<file path="src/rtl/matrix_frame_buf_if.sv">
// rtl/matrix_frame_buf_if.sv - host write/swap port and matrix controller read port bundle
interface matrix_frame_buf_if;
    logic       wr_en;
    logic [2:0] wr_addr;
    logic [7:0] wr_data;
    logic       wr_ready;
    logic       swap_req;
    logic       clear_req;
    logic       swap_pending;
    logic       swap_ack;
    logic       swap_forced;
    logic [2:0] disp_addr;
    logic [7:0] disp_data;

    modport master (
        output wr_en, wr_addr, wr_data, swap_req, clear_req, disp_addr,
        input  wr_ready, swap_pending, swap_ack, swap_forced, disp_data
    );

    modport slave (
        input  wr_en, wr_addr, wr_data, swap_req, clear_req, disp_addr,
        output wr_ready, swap_pending, swap_ack, swap_forced, disp_data
    );
endinterface

</file>
<file path="src/rtl/matrix_frame_buf.sv">
// rtl/matrix_frame_buf.sv - double-buffered 8x8 frame store with frame-aligned swap
module matrix_frame_buf #(
    parameter int SWAP_TIMEOUT = 65535,
    parameter int TO_W         = 16
) (
    input  logic               clk,
    input  logic               reset,
    matrix_frame_buf_if.slave  bus
);
    typedef enum logic [1:0] {
        S_IDLE    = 2'd0,
        S_CLEAR   = 2'd1,
        S_PENDING = 2'd2
    } state_t;

    state_t          state;
    logic [7:0]      bank [2][8];
    logic            front_sel;
    logic [2:0]      addr_q;
    logic [2:0]      clr_row;
    logic [TO_W-1:0] to_cnt;
    logic [7:0]      disp_data_q;
    logic            wr_ready_q;
    logic            swap_pending_q;
    logic            swap_ack_q;
    logic            swap_forced_q;

    logic fb;
    logic timeout;
    logic swap_now;
    logic front_sel_next;

    // A boundary and a timeout on the same cycle count as a normal swap.
    assign fb             = (addr_q == 3'd7) && (bus.disp_addr == 3'd0);
    assign timeout        = (to_cnt == TO_W'(SWAP_TIMEOUT - 1));
    assign swap_now       = (state == S_PENDING) && (fb || timeout);
    assign front_sel_next = front_sel ^ swap_now;

    always_ff @(posedge clk) begin
        if (!reset) begin
            for (int b = 0; b < 2; b++)
                for (int r = 0; r < 8; r++)
                    bank[b][r] <= 8'd0;
            state          <= S_IDLE;
            front_sel      <= 1'b0;
            addr_q         <= 3'd0;
            clr_row        <= 3'd0;
            to_cnt         <= '0;
            disp_data_q    <= 8'd0;
            wr_ready_q     <= 1'b1;
            swap_pending_q <= 1'b0;
            swap_ack_q     <= 1'b0;
            swap_forced_q  <= 1'b0;
        end else begin
            addr_q      <= bus.disp_addr;
            front_sel   <= front_sel_next;
            // Read via the post-edge front bank so row 0 of a new frame is already new.
            disp_data_q <= bank[front_sel_next][bus.disp_addr];
            swap_ack_q  <= 1'b0;
            case (state)
                S_IDLE: begin
                    if (bus.clear_req) begin
                        state      <= S_CLEAR;
                        clr_row    <= 3'd0;
                        wr_ready_q <= 1'b0;
                    end else begin
                        if (bus.wr_en)
                            bank[~front_sel][bus.wr_addr] <= bus.wr_data;
                        if (bus.swap_req) begin
                            state          <= S_PENDING;
                            to_cnt         <= '0;
                            swap_forced_q  <= 1'b0;
                            wr_ready_q     <= 1'b0;
                            swap_pending_q <= 1'b1;
                        end
                    end
                end
                S_CLEAR: begin
                    bank[~front_sel][clr_row] <= 8'd0;
                    clr_row <= clr_row + 3'd1;
                    if (clr_row == 3'd7) begin
                        state      <= S_IDLE;
                        wr_ready_q <= 1'b1;
                    end
                end
                S_PENDING: begin
                    to_cnt <= to_cnt + 1'b1;
                    if (swap_now) begin
                        state          <= S_IDLE;
                        swap_ack_q     <= 1'b1;
                        wr_ready_q     <= 1'b1;
                        swap_pending_q <= 1'b0;
                        if (!fb)
                            swap_forced_q <= 1'b1;
                    end
                end
                default: begin
                    state          <= S_IDLE;
                    wr_ready_q     <= 1'b1;
                    swap_pending_q <= 1'b0;
                end
            endcase
        end
    end

    assign bus.disp_data    = disp_data_q;
    assign bus.wr_ready     = wr_ready_q;
    assign bus.swap_pending = swap_pending_q;
    assign bus.swap_ack     = swap_ack_q;
    assign bus.swap_forced  = swap_forced_q;
endmodule

</file>
<file path="src/flat_wrapper.sv">
// flat-port wrapper written by rule: the top's interface ports become plain ports
module matrix_frame_buf_flat 
#(
    parameter int SWAP_TIMEOUT = 65535,
    parameter int TO_W         = 16
)
  (clk, reset, bus_wr_en, bus_wr_addr, bus_wr_data, bus_swap_req, bus_clear_req, bus_disp_addr, bus_wr_ready, bus_swap_pending, bus_swap_ack, bus_swap_forced, bus_disp_data);
  matrix_frame_buf_if bus_i ();
  input  logic clk;
  input  logic reset;
  input wire logic [$bits(bus_i.wr_en)-1:0] bus_wr_en;
  input wire logic [$bits(bus_i.wr_addr)-1:0] bus_wr_addr;
  input wire logic [$bits(bus_i.wr_data)-1:0] bus_wr_data;
  input wire logic [$bits(bus_i.swap_req)-1:0] bus_swap_req;
  input wire logic [$bits(bus_i.clear_req)-1:0] bus_clear_req;
  input wire logic [$bits(bus_i.disp_addr)-1:0] bus_disp_addr;
  output wire logic [$bits(bus_i.wr_ready)-1:0] bus_wr_ready;
  output wire logic [$bits(bus_i.swap_pending)-1:0] bus_swap_pending;
  output wire logic [$bits(bus_i.swap_ack)-1:0] bus_swap_ack;
  output wire logic [$bits(bus_i.swap_forced)-1:0] bus_swap_forced;
  output wire logic [$bits(bus_i.disp_data)-1:0] bus_disp_data;
  assign bus_i.wr_en = bus_wr_en;
  assign bus_i.wr_addr = bus_wr_addr;
  assign bus_i.wr_data = bus_wr_data;
  assign bus_i.swap_req = bus_swap_req;
  assign bus_i.clear_req = bus_clear_req;
  assign bus_i.disp_addr = bus_disp_addr;
  assign bus_wr_ready = bus_i.wr_ready;
  assign bus_swap_pending = bus_i.swap_pending;
  assign bus_swap_ack = bus_i.swap_ack;
  assign bus_swap_forced = bus_i.swap_forced;
  assign bus_disp_data = bus_i.disp_data;
  matrix_frame_buf #(.SWAP_TIMEOUT(SWAP_TIMEOUT), .TO_W(TO_W)) u_core (.clk(clk), .reset(reset), .bus(bus_i));
endmodule
</file>
<file path="config.mk">
export PLATFORM = sky130hd
export DESIGN_NAME = matrix_frame_buf_flat
export DESIGN_NICKNAME = d
export VERILOG_FILES = /design/src/rtl/matrix_frame_buf_if.sv /design/src/rtl/matrix_frame_buf.sv /design/src/flat_wrapper.sv
export SDC_FILE = /design/constraint.sdc
export NUM_CORES = 1
export LEC_CHECK = 0
export CORE_MARGIN = 1
export CORE_UTILIZATION = 60
export DETAILED_ROUTE_END_ITERATION = 8
export PLACE_DENSITY = 0.88
export SYNTH_ARGS = -nofsm -noshare
export SYNTH_HDL_FRONTEND = slang
export SYNTH_SLANG_ARGS = --single-unit
</file>
<file path="constraint.sdc">
create_clock -name clk -period 4 [get_ports clk]
set_clock_uncertainty 0.05 [all_clocks]
set_input_delay 0.8 -clock clk [delete_from_list [all_inputs] [get_ports clk]]
set_output_delay 0.8 -clock clk [all_outputs]
set_load 0.005 [all_outputs]
</file>
==> metrics.yaml <==
status: "finished, final reports clean"
grt_pass1_vias: 6975
final_area_sq_um: 9330
clkSlewWorstSetupHoldPaths_ps: 60
synthSimpleGateAreaFrac: 0.198
routed_wl_um: 24800
path_max_fanout: 9
fin_setup_tns_ps: 0
synthCells: 799
finalWeightedCongestion: 0.921
die_width_um: 119
whs_endpoint: "u_core.bus.swap_forced"
drt_iter0_drc: 1251
cts_setup_buffers: 0
rr_worst_depth: 10
syn2layout_area_growth_pct: 14.3
powerDensity_nw_per_um2: 438
leakagePower_nw: 3.32
finalSetupViolCount: 0
synth_ff_type: "edfxtp_1"
start_kind: "flip-flop"
required_ps: 4270
synth_edf_count: 128
hold_depth: 2
async_reset_ff_frac: 0
rsz0062_at_grt: "false"
io_buffers: 30
antennaDiodeCount: 0
cts_hold_buffers: 0
syn_area_sq_um: 8160
crit_path_end_kind: "flip-flop"
syn-num-nets: 822
overflow: 0
grt_pass1_wl_um: 38300
htree_levels: 4
place_hpwl_um: 16300
min_period_over_period: 0.872
r2r_start: "u_core.to_cnt[0]"
relSlewSlack: 0.284
hp-class: "reg2reg"
yosysSeqAreaShare: 0.562
ir_drop_uv: 290
grtUsageTotal: 0.363
drt_pre_antenna_iters: 7
row_count: 42
cts_root_buf: "clkbuf_16"
wire_per_inst_um: 24.3
hold_violations: 0
r2r_end: "u_core.bus.disp_data[3]"
cts_sinks: 165
ant_nets: 0
start_util: 0.616
drive_above_1_share: 0.115
synthDistinctLibCells: 58
cap_violations: 0
yosys_warnings: 0
synth_top_family_by_area: "simple AND/OR/NAND/NOR gates"
worstMarginPinSlew_ps: 1070
grt_max_degree: 49
synth_compound_area_frac: 0.182
place_area_sq_um: 8770
arrival_ps: 3750
clk_latency_ps: 430
muxShareOfSynthArea: 0.00383
multi_input_comb_area_sq_um: 3280
coreArea_sq_um: 13200
design.die.area_sq_um: 14100
ctsResizeCount: 0
cts_tree: "done"
r2r_slack_ps: 510
fin_nets: 853
die_y_um: 119
fillCellCount: 955
synth_seq_cells: 165
yosys.area_share.adder: 0.00613
slew_viol_final: 0
numCtsBuffers: 17
fmax_mhz: 287
regArea_sq_um: 4580
ios: 31
synth_area_per_cell_sq_um: 10.2
vias_per_cell: 7.12
vias: 7259
hold_path.startpoint: "u_core.bus.swap_forced"
synth-xor-area-share: 0.0129
fin_crit_ps: 3490
holdWs_ps: 468
drc: 0
cts_buffer_depth: 2
crit_start: "u_core.to_cnt[0]"
crit_type: "reg2reg"
grt_antenna_before_repair: 0
-- registers in the layout, indices dropped and copies added (netlist names) --
| name | flops |
|---|---|
| u_core.to_cnt | 16 |
| u_core.bus.wr_ready | 1 |
| u_core.bus.swap_pending | 1 |
| u_core.bus.disp_data | 8 |
| u_core.addr_q | 3 |
| u_core.bank | 128 |
| u_core.clr_row | 3 |
| u_core.bus.swap_ack | 1 |
| u_core.state | 2 |
| u_core.front_sel | 1 |
| u_core.bus.swap_forced | 1 |
-- metal layers --
metal,wire length (um),global-route usage,vias to the layer above
met5,0,0,-
met4,1330,0.198,0
met3,3660,0.120,135
met2,11100,0.551,652
met1,8650,0.458,3406
li1,-,-,3066
-- placed cells by master, fill, tap and decap left out, types with 7 or more instances in the layout --
master / Yosys / routed
a21oi_1: 24 / 24
xor2_1: 7 / 7
a21o_1: 8 / 8
or4_1: 7 / 7
nand2b_1: 7 / 7
and2_1: 7 / 7
nand4_1: 7 / 7
nor3_1: 23 / 23
or3_1: 15 / 15
nand3_1: 17 / 17
a31oi_1: 10 / 10
nor4_1: 7 / 7
dfxtp_1: 37 / 37
nor2_1: 180 / 180
a211oi_1: 29 / 29
o21ai_0: 29 / 29
a221o_1: 8 / 8
clkbuf_16: 0 / 17
buf_4: 0 / 46
and3_1: 7 / 7
a221oi_1: 42 / 42
clkdlybuf4s50_1: 0 / 30
nor2b_1: 12 / 12
nand2_1: 47 / 47
edfxtp_1: 128 / 128
-- where the power goes --
| part | internal (W) | switching (W) | total, W | leakage [nW] |
|---|---|---|---|---|
| clock network | 0.000891 | 0.000676 | 0.00157 | 0.266 |
| logic | 0.000185 | 0.000324 | 0.000509 | 1.43 |
| registers | 0.00195 | 0.0000641 | 0.00201 | 1.62 |
| total | 0.00303 | 0.00106 | 0.00409 | 3.32 |
-- metrics by stage --
step	power (W)	instances	utilization	worst slack [ps]
6_report	0.00409	1019	0.705	511
5_1_grt	0.00418	1019	0.705	355
4_1_cts	0.00406	1019	0.705	597
3_5_place_dp	0.00253	987	0.662	266
3_3_place_gp	0.00250	987	0.662	348
2_1_floorplan	0.00232	799	-	926
-- worst max-delay path, stage by stage, from the launching register on --
cell,delay [ps]
dfxtp_1,350
inv_1,110
ha_1,150
nand4_1,130
or4_1,710
o21ai_0,670
a211oi_1,240
o32ai_1,370
or4_1,210
o31ai_2,70
a221o_1,310
-- area by class of cell --
cell class	instances	area share
clock buffer	21	0.0493
clock inverter	11	0.0109
inverter	4	0.00161
multi-input combinational	565	0.352
sequential	165	0.491
tap	176	0.0236
timing repair buffer	77	0.0713
-- worst max path at each step --
stage / end / slack (ps)
finish: u_core.bus.disp_data[3] / 510
detailed placement: u_core.bus.disp_data[4] / 270
floorplan: u_core.bus.disp_data[2] / 930
CTS: u_core.bus.disp_data[3] / 600
global route: u_core.bus.disp_data[3] / 350
global placement: u_core.bus.disp_data[4] / 350
-- synth_stat cells (3+ instances only) --
cell type	number	area, sq um
nor2b_1	12	75.1
or3_1	15	93.8
dfxtp_1	37	741
buf_2	12	60.1
or2_2	5	31.3
or3_4	4	45.0
a21o_1	8	60.1
a221oi_1	42	368
buf_1	6	22.5
or4_1	7	52.6
o211ai_1	3	22.5
nor3_1	23	115
inv_1	4	15.0
and2_1	7	43.8
clkbuf_1	45	169
a221o_1	8	80.1
edfxtp_1	128	3840
o22ai_1	5	31.3
and3_1	7	43.8
o31ai_2	4	50.1
o32ai_1	5	43.8
a31oi_1	10	62.6
o21ai_0	29	145
xnor2_1	5	43.8
a2111oi_0	3	26.3
a21oi_1	24	120
nand4_1	7	43.8
nand3_1	17	85.1
ha_1	4	50.1
xor2_1	7	61.3
a221oi_2	4	60.1
o31ai_1	3	22.5
o2111ai_1	5	43.8
nor4_1	7	43.8
a211oi_1	29	218
nand2_1	47	176
nor2_1	180	676
nand2b_1	7	43.8
-- kinds of logic after synthesis --
kind of cell	after synthesis
AO/OA/AOI/OAI	196
XOR/XNOR	12
adder cells (fa/ha/maj)	4
buffers and inverters	69
flip-flops	165
multiplexers	3
AND/OR/NAND/NOR	350
Note: power is estimated with default switching activity, not from simulation.
